`config.mk`:
```
export PLATFORM = sky130hd
export DESIGN_NAME = fourphase_tx_ctrl_flat
export DESIGN_NICKNAME = d
export VERILOG_FILES = /design/src/rtl/fourphase_tx_ctrl_pkg.sv /design/src/rtl/fourphase_tx_ctrl_if.sv /design/src/rtl/fourphase_tx_ctrl_sync_2ff.sv /design/src/rtl/fourphase_tx_ctrl.sv /design/src/flat_wrapper.sv
export SDC_FILE = /design/constraint.sdc
export NUM_CORES = 1
export LEC_CHECK = 0
export CAP_MARGIN = 20
export CORE_ASPECT_RATIO = 1.5
export CORE_UTILIZATION = 48
export DETAILED_ROUTE_END_ITERATION = 10
export GPL_ROUTABILITY_DRIVEN = 0
export PLACE_DENSITY = 0.76
export SLEW_MARGIN = 20
export SYNTH_ARGS = -nofsm -noshare
export SYNTH_HDL_FRONTEND = slang
export SYNTH_SLANG_ARGS = --single-unit
```
`constraint.sdc`:
```
create_clock -name clk_tx -period 4.7 [get_ports clk_tx]
set_clock_uncertainty 0.05 [all_clocks]
set_input_delay 0.47 -clock clk_tx [delete_from_list [all_inputs] [get_ports clk_tx]]
set_output_delay 0.47 -clock clk_tx [all_outputs]
set_load 0.02 [all_outputs]
```
`src/rtl/fourphase_tx_ctrl_pkg.sv`:
```
`default_nettype none
// ============================================================================
// Package     : fourphase_tx_ctrl_pkg
// Description : Shared definitions for the four-phase crossing endpoints.
//               Holds the handshake FSM state encoding and the default
//               datapath dimensions. The rx-side counterpart imports the
//               same package so both ends agree on the encoding.
// Revision    : 1.0 - initial release
// ============================================================================
package fourphase_tx_ctrl_pkg;

  // Default datapath dimensions
  localparam int unsigned C_DEF_DATA_WIDTH = 8;
  localparam int unsigned C_DEF_DEPTH      = 4;
  localparam int unsigned C_DEF_ADDR_W     = 2;

  // Handshake FSM states, fixed encoding shared with the rx side
  typedef enum logic [1:0] {
    ST_IDLE    = 2'd0,
    ST_SETUP   = 2'd1,
    ST_WAIT_HI = 2'd2,
    ST_WAIT_LO = 2'd3
  } tx_state_t;

endpackage : fourphase_tx_ctrl_pkg
`default_nettype wire

```
`src/rtl/fourphase_tx_ctrl_if.sv`:
```
`default_nettype none
// ============================================================================
// Interface   : fourphase_tx_ctrl_if
// Description : Core-side write port, status and crossing-side req/ack/data
//               of the four-phase transmit endpoint.
//   in_data  core word, sampled when v=1 and f=0
//   v        core valid
//   f        FIFO full
//   d        one-cycle word-completed pulse
//   req_out  four-phase request towards the rx domain
//   data_out word on the crossing, stable while req_out=1
//   ack_in   acknowledge from the rx domain (asynchronous)
//   modport master : core + rx side (drives in_data, v, ack_in)
//   modport slave  : transmit endpoint
// Revision    : 1.0 - initial release
// ============================================================================
interface fourphase_tx_ctrl_if
  import fourphase_tx_ctrl_pkg::*;
#(
  parameter int unsigned DATA_WIDTH = C_DEF_DATA_WIDTH
);

  logic [DATA_WIDTH-1:0] in_data;
  logic                  v;
  logic                  f;
  logic                  d;
  logic                  req_out;
  logic [DATA_WIDTH-1:0] data_out;
  logic                  ack_in;

  modport master (
    output in_data,
    output v,
    output ack_in,
    input  f,
    input  d,
    input  req_out,
    input  data_out
  );

  modport slave (
    input  in_data,
    input  v,
    input  ack_in,
    output f,
    output d,
    output req_out,
    output data_out
  );

endinterface : fourphase_tx_ctrl_if
`default_nettype wire

```
`src/rtl/fourphase_tx_ctrl_sync_2ff.sv`:
```
`default_nettype none
// ============================================================================
// Module      : fourphase_tx_ctrl_sync_2ff
// Description : 1-bit two-flop synchroniser with asynchronous reset to 0.
//               Brings a level from a foreign clock domain into clk.
//               Reusable by the rx-side endpoint for req.
//   clk      destination clock, rising edge
//   rst      asynchronous, active-high
//   i_async  level from the foreign domain
//   o_sync   synchronised level (two clk edges of latency)
// Revision    : 1.0 - initial release
// ============================================================================
module fourphase_tx_ctrl_sync_2ff (
  input  wire logic clk,
  input  wire logic rst,
  input  wire logic i_async,
  output logic      o_sync
);

  logic r_meta;
  logic r_sync;

  // First flop may go metastable; only the second flop is used downstream
  always_ff @(posedge clk or posedge rst) begin
    if (rst) begin
      r_meta <= 1'b0;
      r_sync <= 1'b0;
    end else begin
      r_meta <= i_async;
      r_sync <= r_meta;
    end
  end

  assign o_sync = r_sync;

endmodule : fourphase_tx_ctrl_sync_2ff
`default_nettype wire

```
`src/rtl/fourphase_tx_ctrl.sv`:
```
`default_nettype none
// ============================================================================
// Module      : fourphase_tx_ctrl
// Description : Transmit endpoint of a two-flop four-phase clock-domain
//               crossing. Buffers core words in a small FIFO and sends each
//               as a req/ack handshake with data held stable while req is
//               high. ack_in is synchronised through two flops.
//   clk_tx   single clock, rising edge
//   reset    asynchronous, active-high, clears all state
//   bus      fourphase_tx_ctrl_if.slave (in_data, v, f, d, req_out,
//            data_out, ack_in)
// Revision    : 1.0 - initial release
// ============================================================================
module fourphase_tx_ctrl
  import fourphase_tx_ctrl_pkg::*;
#(
  parameter int unsigned DATA_WIDTH = C_DEF_DATA_WIDTH,
  parameter int unsigned DEPTH      = C_DEF_DEPTH,
  parameter int unsigned ADDR_W     = C_DEF_ADDR_W
) (
  input  wire logic           clk_tx,
  input  wire logic           reset,
  fourphase_tx_ctrl_if.slave  bus
);

  localparam logic [ADDR_W:0] C_FULL = (ADDR_W+1)'(DEPTH);

  // FIFO storage and bookkeeping
  logic [DATA_WIDTH-1:0] r_mem [DEPTH];
  logic [ADDR_W-1:0]     r_wr_ptr;
  logic [ADDR_W-1:0]     r_rd_ptr;
  logic [ADDR_W:0]       r_count;

  // Handshake FSM and its registered outputs
  tx_state_t             r_state;
  tx_state_t             w_state_nxt;
  logic                  r_req;
  logic                  w_req_nxt;
  logic                  r_done;
  logic                  w_done_nxt;
  logic [DATA_WIDTH-1:0] r_data;
  logic [DATA_WIDTH-1:0] w_data_nxt;

  logic                  w_ack_s;
  logic                  w_full;
  logic                  w_push;
  logic                  w_pop;

  fourphase_tx_ctrl_sync_2ff u_ack_sync (
    .clk     (clk_tx),
    .rst     (reset),
    .i_async (bus.ack_in),
    .o_sync  (w_ack_s)
  );

  assign w_full = (r_count == C_FULL);
  // A write while full is silently dropped
  assign w_push = bus.v && !w_full;

  // Storage needs no reset: an entry is only read after it has been written
  always_ff @(posedge clk_tx) begin
    if (w_push) begin
      r_mem[r_wr_ptr] <= bus.in_data;
    end
  end

  always_ff @(posedge clk_tx or posedge reset) begin
    if (reset) begin
      r_wr_ptr <= '0;
      r_rd_ptr <= '0;
      r_count  <= '0;
    end else begin
      if (w_push) begin
        r_wr_ptr <= r_wr_ptr + ADDR_W'(1);
      end
      if (w_pop) begin
        r_rd_ptr <= r_rd_ptr + ADDR_W'(1);
      end
      // Simultaneous push and pop leave the count unchanged
      unique case ({w_push, w_pop})
        2'b10:   r_count <= r_count + (ADDR_W+1)'(1);
        2'b01:   r_count <= r_count - (ADDR_W+1)'(1);
        default: r_count <= r_count;
      endcase
    end
  end

  always_ff @(posedge clk_tx or posedge reset) begin
    if (reset) begin
      r_state <= ST_IDLE;
      r_req   <= 1'b0;
      r_done  <= 1'b0;
      r_data  <= '0;
    end else begin
      r_state <= w_state_nxt;
      r_req   <= w_req_nxt;
      r_done  <= w_done_nxt;
      r_data  <= w_data_nxt;
    end
  end

  // The pop reads the registered count, so a word pushed on this edge is
  // only seen by IDLE on the following edge. An early ack_s in IDLE/SETUP
  // is ignored; WAIT_HI then leaves on it immediately.
  always_comb begin
    w_state_nxt = r_state;
    w_req_nxt   = r_req;
    w_done_nxt  = 1'b0;
    w_data_nxt  = r_data;
    w_pop       = 1'b0;
    unique case (r_state)
      ST_IDLE: begin
        w_req_nxt = 1'b0;
        if (r_count != '0) begin
          w_pop       = 1'b1;
          w_data_nxt  = r_mem[r_rd_ptr];
          w_state_nxt = ST_SETUP;
        end
      end
      ST_SETUP: begin
        // data_out has been stable for a full cycle before req rises
        w_req_nxt   = 1'b1;
        w_state_nxt = ST_WAIT_HI;
      end
      ST_WAIT_HI: begin
        if (w_ack_s) begin
          w_req_nxt   = 1'b0;
          w_state_nxt = ST_WAIT_LO;
        end
      end
      ST_WAIT_LO: begin
        if (!w_ack_s) begin
          w_done_nxt  = 1'b1;
          w_state_nxt = ST_IDLE;
        end
      end
      default: begin
        w_req_nxt   = 1'b0;
        w_state_nxt = ST_IDLE;
      end
    endcase
  end

  assign bus.f        = w_full;
  assign bus.d        = r_done;
  assign bus.req_out  = r_req;
  assign bus.data_out = r_data;

endmodule : fourphase_tx_ctrl
`default_nettype wire

```
`src/flat_wrapper.sv`:
```
// flat-port wrapper written by rule: the top's interface ports become plain ports
module fourphase_tx_ctrl_flat import fourphase_tx_ctrl_pkg::*;
#(
  parameter int unsigned DATA_WIDTH = C_DEF_DATA_WIDTH,
  parameter int unsigned DEPTH      = C_DEF_DEPTH,
  parameter int unsigned ADDR_W     = C_DEF_ADDR_W
)
  (clk_tx, reset, bus_in_data, bus_v, bus_ack_in, bus_f, bus_d, bus_req_out, bus_data_out);
  fourphase_tx_ctrl_if #(.DATA_WIDTH(DATA_WIDTH)) bus_i ();
  input  wire logic clk_tx;
  input  wire logic reset;
  input wire logic [$bits(bus_i.in_data)-1:0] bus_in_data;
  input wire logic [$bits(bus_i.v)-1:0] bus_v;
  input wire logic [$bits(bus_i.ack_in)-1:0] bus_ack_in;
  output wire logic [$bits(bus_i.f)-1:0] bus_f;
  output wire logic [$bits(bus_i.d)-1:0] bus_d;
  output wire logic [$bits(bus_i.req_out)-1:0] bus_req_out;
  output wire logic [$bits(bus_i.data_out)-1:0] bus_data_out;
  assign bus_i.in_data = bus_in_data;
  assign bus_i.v = bus_v;
  assign bus_i.ack_in = bus_ack_in;
  assign bus_f = bus_i.f;
  assign bus_d = bus_i.d;
  assign bus_req_out = bus_i.req_out;
  assign bus_data_out = bus_i.data_out;
  fourphase_tx_ctrl #(.DATA_WIDTH(DATA_WIDTH), .DEPTH(DEPTH), .ADDR_W(ADDR_W)) u_core (.clk_tx(clk_tx), .reset(reset), .bus(bus_i));
endmodule
```
=== Yosys cells after proc, flatten, opt, wreduce, memory -nomap -nowiden ===
Memory sizes are Yosys's and may differ from the RTL's. A register that Yosys moved wholly into a read port is not among the register bits.
Cells that the tools add are included.
W data, S select, Z words.

* Add/sub/neg operators: 4
* Multipliers: 0
* Divide/modulo/power cells: 0
* $lt $le $gt $ge: 0
* Eq/ne operators: 9
* Shift-type cells: 0
* Multiplexer cells: 13
* Bitwise logic cells: 0
* Reductions and logical operators: 9

{| class="wikitable"
|+ Operator list
! kind !! number
|-
| $pmux W2 S4 || 1
|-
| $mux W1 || 7
|-
| $eq A2 B2 Y1 const B || 3
|-
| $mux W2 || 3
|-
| $pmux W3 S2 || 1
|-
| $reduce_bool A3 Y1 || 2
|-
| $add A2 B1 Y2 const B || 2
|-
| $eq A2 B1 Y1 const B || 2
|-
| $ne A2 B2 Y1 const B || 2
|-
| $reduce_and A2 Y1 || 2
|-
| $add A3 B1 Y3 const B || 1
|-
| $eq A3 B3 Y1 const B || 1
|-
| $pmux W1 S3 || 1
|-
| $reduce_and A3 Y1 || 1
|-
| $sub A3 B1 Y3 const B || 1
|-
| $logic_not A2 Y1 || 1
|-
| $ne A2 B1 Y1 const B || 1
|-
| $reduce_bool A2 Y1 || 1
|-
| $logic_and A1 B1 Y1 || 1
|-
| $logic_not A1 Y1 || 1
|}

* Register bits after elaboration: 13
* Bits in latches: 0
* Memory bits (writable): 32
* Bits in read-only memories: 0
* Input bits: 12
* Output and inout port bits: 11
* Logic and storage cells: 44
* Memories kept: 1

{| class="wikitable"
|+ Memories
! name !! depth !! width !! rd ports !! clocked after Yosys merged registers in !! write ports !! line !! RTL
|-
| u_core.r_mem || 4 || 8 || 1 || 1 || 1 || fourphase_tx_ctrl.sv:29 || <nowiki>logic [DATA_WIDTH-1:0] r_mem [DEPTH];</nowiki>
|}

=== Depth between registers and ports, before layout ===
Gate-level depths: netlist (run 1).

* Word-level depth: 5
* Depth in mapped cells: 9
* Mapped depth without buffers: 9

=== Cells and area by module ===
From an unflattened synthesis (run 1), not the netlist that was laid out.

* Cell total of the unflattened synthesis: 133
* Area, all modules: 2183.3 µm²

{| class="wikitable"
|+ Modules (own cells, without submodules)
! module !! times used !! cells each !! area each (µm²)
|-
| fourphase_tx_ctrl || 1 || 130 || 2129.5
|-
| fourphase_tx_ctrl_sync_2ff || 1 || 3 || 53.8
|}

=== Worst setup path after synthesis (run 1) ===
Ideal clock, no wire load.

* Kind: register to register
* Start point: register u_core.r_count[0]
* End point: register u_core.r_count[2]
* Setup time: 127 ps
* Arrival: 1976 ps
* Required time: 4523 ps
* Setup slack: 2547 ps
* Cell stages (with the launch flop): 8
* Clock period less this slack: 2153 ps
* Cells stage by stage: dfrtp_1 > o31ai_4 > inv_4 > ha_1 > fa_1 > xnor2_1 > nor2_1 > xor2_1

* Word-level cells in the longest chain between the ends: 5
* Elaborated cells between the ends (all ways): 12
* Those cells by class: add/sub (2); eq/ne (3); mux (3); reduce/logical (4)

{| class="wikitable"
|+ RTL lines
! what !! line !! RTL
|-
| start: declaration || fourphase_tx_ctrl.sv:32 || <nowiki>logic [ADDR_W:0] r_count;</nowiki>
|-
| start signal: assignment || fourphase_tx_ctrl.sv:81 || <nowiki>2'b10: r_count <= r_count + (ADDR_W+1)'(1);</nowiki>
|-
| start signal: assignment || fourphase_tx_ctrl.sv:82 || <nowiki>2'b01: r_count <= r_count - (ADDR_W+1)'(1);</nowiki>
|-
| start signal: assignment || fourphase_tx_ctrl.sv:83 || <nowiki>default: r_count <= r_count;</nowiki>
|-
| $reduce_bool A3 Y1 * || fourphase_tx_ctrl.sv:114 || <nowiki>if (r_count != '0) begin</nowiki>
|-
| $mux W1 * || fourphase_tx_ctrl.sv:114 ||
|-
| $mux W1 * || fourphase_tx_ctrl.sv:111 || <nowiki>unique case (r_state)</nowiki>
|-
| net u_core.w_pop || fourphase_tx_ctrl.sv:47 || <nowiki>logic w_pop;</nowiki>
|-
| $eq A2 B1 Y1 or $eq A2 B2 Y1 (tied branches) || fourphase_tx_ctrl.sv:80 || <nowiki>unique case ({w_push, w_pop})</nowiki>
|-
| $pmux W3 S2 or $reduce_bool A2 Y1 (tied branches) || n/a ||
|}

The timed path passes the listed nets; every way through them passes the cells marked *.
A chain may end at the register's enable or synchronous reset.

=== Final worst setup path (run 1) ===
Ends and elaborated chain as after synthesis.

==> flow_metrics.tcl, run 1 <==
set metrics [dict create \
    dpl.hpwl_mm 2.41 \
    violations "design-rule violations" \
    grt_max_degree 22 \
    p_per_area_nw_per_um2 636 \
    worstMarginPinSlew_ps 788 \
    grt_antenna_before_repair 0 \
    tritoncts "built" \
    timing.fmax_mhz 414 \
    synth_top_family_by_area "multiplexers" \
    ys_ff_latch 53 \
    nets 180 \
    overflow 0 \
    synth_mux_area_frac 0.105 \
    r2r_start "u_core.r_count[0]" \
    postSynthCellCount 131 \
    worstPathMaxFanout 10 \
    worst-setup-path-type "flop to flop" \
    synthTopCellsByArea "edfxtp_1, dfrtp_1, mux4_2" \
    syn2layout_area_growth_pct 16.5 \
    p_leak_nw 0.984 \
    die-area_um2 4770 \
    cts_resized 0 \
    die_w_um 56.7 \
    antennaDiodeCount 0 \
    root_buffer "clkbuf_8" \
    drt_iter0_drc 64 \
    wl_per_cell_um 16.0 \
    fill_cells 346 \
    clock-sinks 53 \
    synth_area_um2 2150 \
    fin_crit_ps 2420 \
    ff2ff_setup_slack_ps 2280 \
    numCtsBuffers 5 \
    cts_buffer_depth 2 \
    totalPowerFinal_mw 1.60 \
    via_count 1095 \
    synth_top_cell_by_area "edfxtp_1" \
    setup_viol 0 \
    synthSimpleGateAreaFrac 0.0813 \
    whs_endpoint "u_core.u_ack_sync.o_sync" \
    drive_above_1_share 0.164 \
    num_rows 29 \
    synth.avg_cell_area_um2 16.4 \
    relSlewSlack 0.474 \
    min_path_cells 0 \
    holdBufCountCts 0 \
    synth.top_cell.area_share 0.446 \
    post_cts_buffers 0 \
    layout_commonest_cell "edfxtp_1" \
    core_area_um2 4280 \
    place_ws_ps 2240 \
    synth-adder-area-share 0.0616 \
    max-cap-violations 0 \
    final_cell_mix "edfxtp_1, nand2_1, clkdlybuf4s50_1" \
    avgViaCountPerCell 5.34 \
    firstDrtPassIters 6 \
    worstRegToRegCells 7 \
    ys_warn_count 0 \
    fin_ws_ps 2280 \
    track_usage 0.169 \
    post-route-period-util 0.514 \
    critPathCaptureType "flop" \
    synth_compound_gate_area_share 0.0209 \
    synth_xor_area_frac 0.0244 \
    reg2reg_to "u_core.r_count[2]" \
    io_pins 23 \
    rsz0062_at_grt "false" \
    hold_class "flop to flop" \
    hold_start "u_core.u_ack_sync.r_meta" \
    fp.dieH_um 84.1 \
    syn_nets 153 \
    finalMaxSlewViolations 0 \
    fin_setup_tns_ps 0 \
    synth_cell_types 23 \
    htree_num_levels 2 \
    ys_seq_area_frac 0.690 \
    routed_wl_mm 3.28 \
    hold_violations 0 \
    postLayoutCoreUtil 0.586 \
    start_util 0.503 \
    cp.arrival_ps 2590 \
    grt_pass1_vias 1222 \
    clock_latency_ps 300 \
    ir_drop_uv 295 \
    drc 2 \
    path_clk_slew_ps 90 \
    io_buffers 22 \
    run_status "finished, violations left" \
    grt_pass1_wl_mm 5.92 \
    antenna_left 0 \
    required_ps 4870 \
    startpoint_type "flop" \
]
-- Yosys cell counts --
cell type,n
mux4_2,8
nor2b_1,2
o31ai_4,1
ha_1,9
nor3_1,1
dfrtp_1,21
nand2_1,25
fa_1,1
xor2_1,1
inv_4,1
inv_1,6
xnor2_1,5
clkbuf_1,1
nand2_2,1
nor3b_2,1
and2_1,4
buf_2,1
a2bb2oi_1,1
nor2_1,3
a221oi_2,1
nor2b_2,1
mux2_2,4
edfxtp_1,32
-- worst max path at each step --
stage / end / from / cells after the start / slack, ps
after floorplan: u_core.r_count[2] / u_core.r_count[0] / 7 / 2550
after global placement: u_core.r_count[2] / bus_v / 8 / 2340
after detailed placement: u_core.r_count[2] / bus_v / 8 / 2240
after CTS: u_core.r_count[2] / u_core.r_count[0] / 7 / 2270
after global routing: u_core.r_count[2] / u_core.r_count[0] / 7 / 2130
final: u_core.r_count[2] / u_core.r_count[0] / 7 / 2280
-- per-layer routing --
metal  share of wire  vias up  track usage
li1                -      513            -
met1            0.39      554        0.204
met2            0.55       23        0.288
met3           0.040        5       0.0465
met4           0.016        0       0.0591
met5               0        -            0
-- flip-flops by register name (all words and copies together), names as in the netlist --
register / cells
u_core.r_count: 3
u_core.r_state: 2
u_core.r_wr_ptr: 2
u_core.bus.d: 1
u_core.u_ack_sync.o_sync: 1
u_core.r_mem: 32
u_core.u_ack_sync.r_meta: 1
u_core.r_rd_ptr: 2
u_core.bus.data_out: 8
u_core.bus.req_out: 1
-- worst max-delay path: stages (launching register included) --
cell,delay [ps]
dfrtp_1,490
o31ai_4,550
inv_4,130
ha_1,270
fa_1,380
xnor2_1,140
nor2_1,150
xor2_1,180
-- logic make-up after synthesis --
group / after synthesis
adder cells (fa/ha/maj): 10
buffers and inverters: 9
flip-flops: 53
multiplexers: 12
XOR/XNOR: 6
AO/OA/AOI/OAI: 3
AND/OR/NAND/NOR: 38
-- layout make-up --
cell class | count | area [um2] | share of cell area
Timing Repair Buffer | 22 | 220 | 0.0877
Clock inverter | 3 | 17.5 | 0.00698
Inverter | 7 | 28.8 | 0.0115
Sequential cell | 53 | 1490 | 0.592
Multi-Input combinational cell | 69 | 631 | 0.251
Tap cell | 46 | 57.6 | 0.0229
Clock buffer | 5 | 68.8 | 0.0274
-- power by group --
group	switching (mW)	internal, mW	total, mW
Combinational	0.290	0.303	0.593
Clock	0.141	0.103	0.244
Sequential	0.119	0.641	0.760
Total	0.550	1.05	1.60
-- through the flow --
stage / cells / hold WS [ps] / area [um2]
2_1_floorplan: 131 / 281 / 2150
3_3_place_gp: 197 / 287 / 2420
3_5_place_dp: 197 / 290 / 2420
4_1_cts: 205 / 311 / 2510
5_1_grt: 205 / 324 / 2510
6_report: 205 / 309 / 2510
Power figures use the tool's default switching activity.
==> run 2, diff against run 1 <==
- PLACE_DENSITY: 0.76 -> 0.79
- clock period: 4.7 -> 2.05 ns (I/O delays scaled with it)
==> flow_metrics.tcl, run 2 (same netlist as run 1, synthesis figures left out) <==
set metrics [dict create \
    setup_viol 0 \
    final_cell_mix "edfxtp_1, nand2_1, clkdlybuf4s50_1" \
    grt_pass1_vias 1192 \
    clock_latency_ps 310 \
    timing.fmax_mhz 508 \
    nets 188 \
    worstPathMaxFanout 5 \
    antennaDiodeCount 0 \
    die_w_um 56.7 \
    worstMarginPinSlew_ps 449 \
    p_per_area_nw_per_um2 1490 \
    cp.arrival_ps 1710 \
    hold_class "input pin to asynchronous set/reset pin" \
    core_area_um2 4280 \
    drt_iter0_drc 19 \
    firstDrtPassIters 7 \
    drive_above_1_share 0.222 \
    startpoint_type "flop" \
    drc 3 \
    run_status "finished, violations left" \
    regMostFlops "u_core.r_mem" \
    dpl.hpwl_mm 2.46 \
    max-cap-violations 0 \
    relSlewSlack 0.701 \
    worstRegToRegCells 8 \
    holdBufCountCts 0 \
    routed_wl_mm 3.49 \
    ff2ff_setup_slack_ps 120 \
    largest_reg_flops 32 \
    start_util 0.503 \
    via_count 1118 \
    violations "design-rule violations" \
    io_buffers 22 \
    whs_ps 160 \
    numCtsBuffers 5 \
    wl_per_cell_um 16.4 \
    syn2layout_area_growth_pct 20.7 \
    r2r_start "u_core.r_count[2]" \
    die-area_um2 4770 \
    critical_path.endpoint "bus_f" \
    reg2reg_to "u_core.r_count[2]" \
    io_pins 23 \
    ir_drop_uv 632 \
    grt_antenna_before_repair 0 \
    clock-sinks 53 \
    root_buffer "clkbuf_8" \
    p_leak_nw 1.03 \
    rsz0062_at_grt "false" \
    overflow 0 \
    fp.dieH_um 84.1 \
    worst-setup-path-type "flop to primary output" \
    layout_commonest_cell "edfxtp_1" \
    antenna_left 0 \
    num_rows 29 \
    finalMaxSlewViolations 0 \
    path_clk_slew_ps 100 \
    grt_max_degree 22 \
    post-route-period-util 0.960 \
    grt_pass1_wl_mm 5.78 \
    required_ps 1790 \
    hold_violations 0 \
    fin_setup_tns_ps 0 \
    cts_buffer_depth 2 \
    htree_num_levels 2 \
    worstSetupStartpoint "u_core.r_count[0]" \
    avgViaCountPerCell 5.25 \
    track_usage 0.170 \
    tritoncts "built" \
    critPathCaptureType "primary output" \
    fin_crit_ps 1970 \
]
[run 2: cell types whose count changed in the layout (fill, tap and decap cells not counted), sizes merged]
| cell | change |
|---|---|
| buf | +8 |
| clkinv | -2 |
| inv | +3 |
| clkinvlp | -1 |
[run 2: worst min-delay path by stage]
stage | startpoint | endpoint | slack (ps) | depth (start not counted)
detailed placement | u_core.u_ack_sync.r_meta | u_core.u_ack_sync.o_sync | 290 | 0
finish | reset | u_core.bus.data_out[0] | 160 | 3
CTS | reset | u_core.bus.data_out[5] | 160 | 3
floorplan | reset | u_core.bus.d | 130 | 1
global placement | u_core.u_ack_sync.r_meta | u_core.u_ack_sync.o_sync | 290 | 0
global route | reset | u_core.bus.data_out[3] | 170 | 3
[run 2: report_power, final]
group          internal [mW]  switching [mW]  total (mW)
Clock                  0.254           0.367       0.622
Combinational          0.808           0.742        1.55
Sequential              1.47           0.236        1.71
Total                   2.53            1.35        3.88
[run 2: repair_timing]
action	4_1_cts	5_1_grt
resized for setup	0	1
buffers inserted	0	3
endpoints found under the setup margin	0	1
[run 2: layout make-up]
cell class / instances / area [um2]
Fill cell: 324 / 1680
Sequential cell: 53 / 1490
Timing Repair Buffer: 30 / 280
Multi-Input combinational cell: 69 / 652
Clock inverter: 3 / 26.3
Clock buffer: 5 / 68.8
Tap cell: 46 / 57.6
Inverter: 7 / 28.8
[run 2: worst max-delay path, cell delays in order (launching register included)]
cell             delay, ps
dfrtp_1                510
nor3b_4                260
clkdlybuf4s50_1        630
[run 2: through the flow]
| step | power (mW) | instance area, um2 | cells | setup WS (ps) | util |
|---|---|---|---|---|---|
| floorplan | 2.72 | 2170 | 131 | 1.19 | - |
| global placement | 3.14 | 2480 | 202 | 135 | 0.579 |
| detailed placement | 3.25 | 2480 | 202 | 59.8 | 0.579 |
| CTS | 3.88 | 2580 | 210 | 45.9 | 0.602 |
| global route | 4.13 | 2600 | 213 | 4.80 | 0.608 |
| finish | 3.88 | 2600 | 213 | 82.8 | 0.608 |
[run 2: layer usage]
| metal | up-vias | share of wire | track usage |
|---|---|---|---|
| met5 | - | 0 | 0 |
| met4 | 0 | 0.030 | 0.100 |
| met3 | 8 | 0.038 | 0.0543 |
| met2 | 22 | 0.54 | 0.278 |
| met1 | 559 | 0.39 | 0.192 |
| li1 | 529 | - | - |
==> run 3, diff against run 2 <==
- SKIP_LAST_GASP: unset -> 1
==> results of run 3 <==
The final DEF is identical to that of run 2; final timing and power are the same.
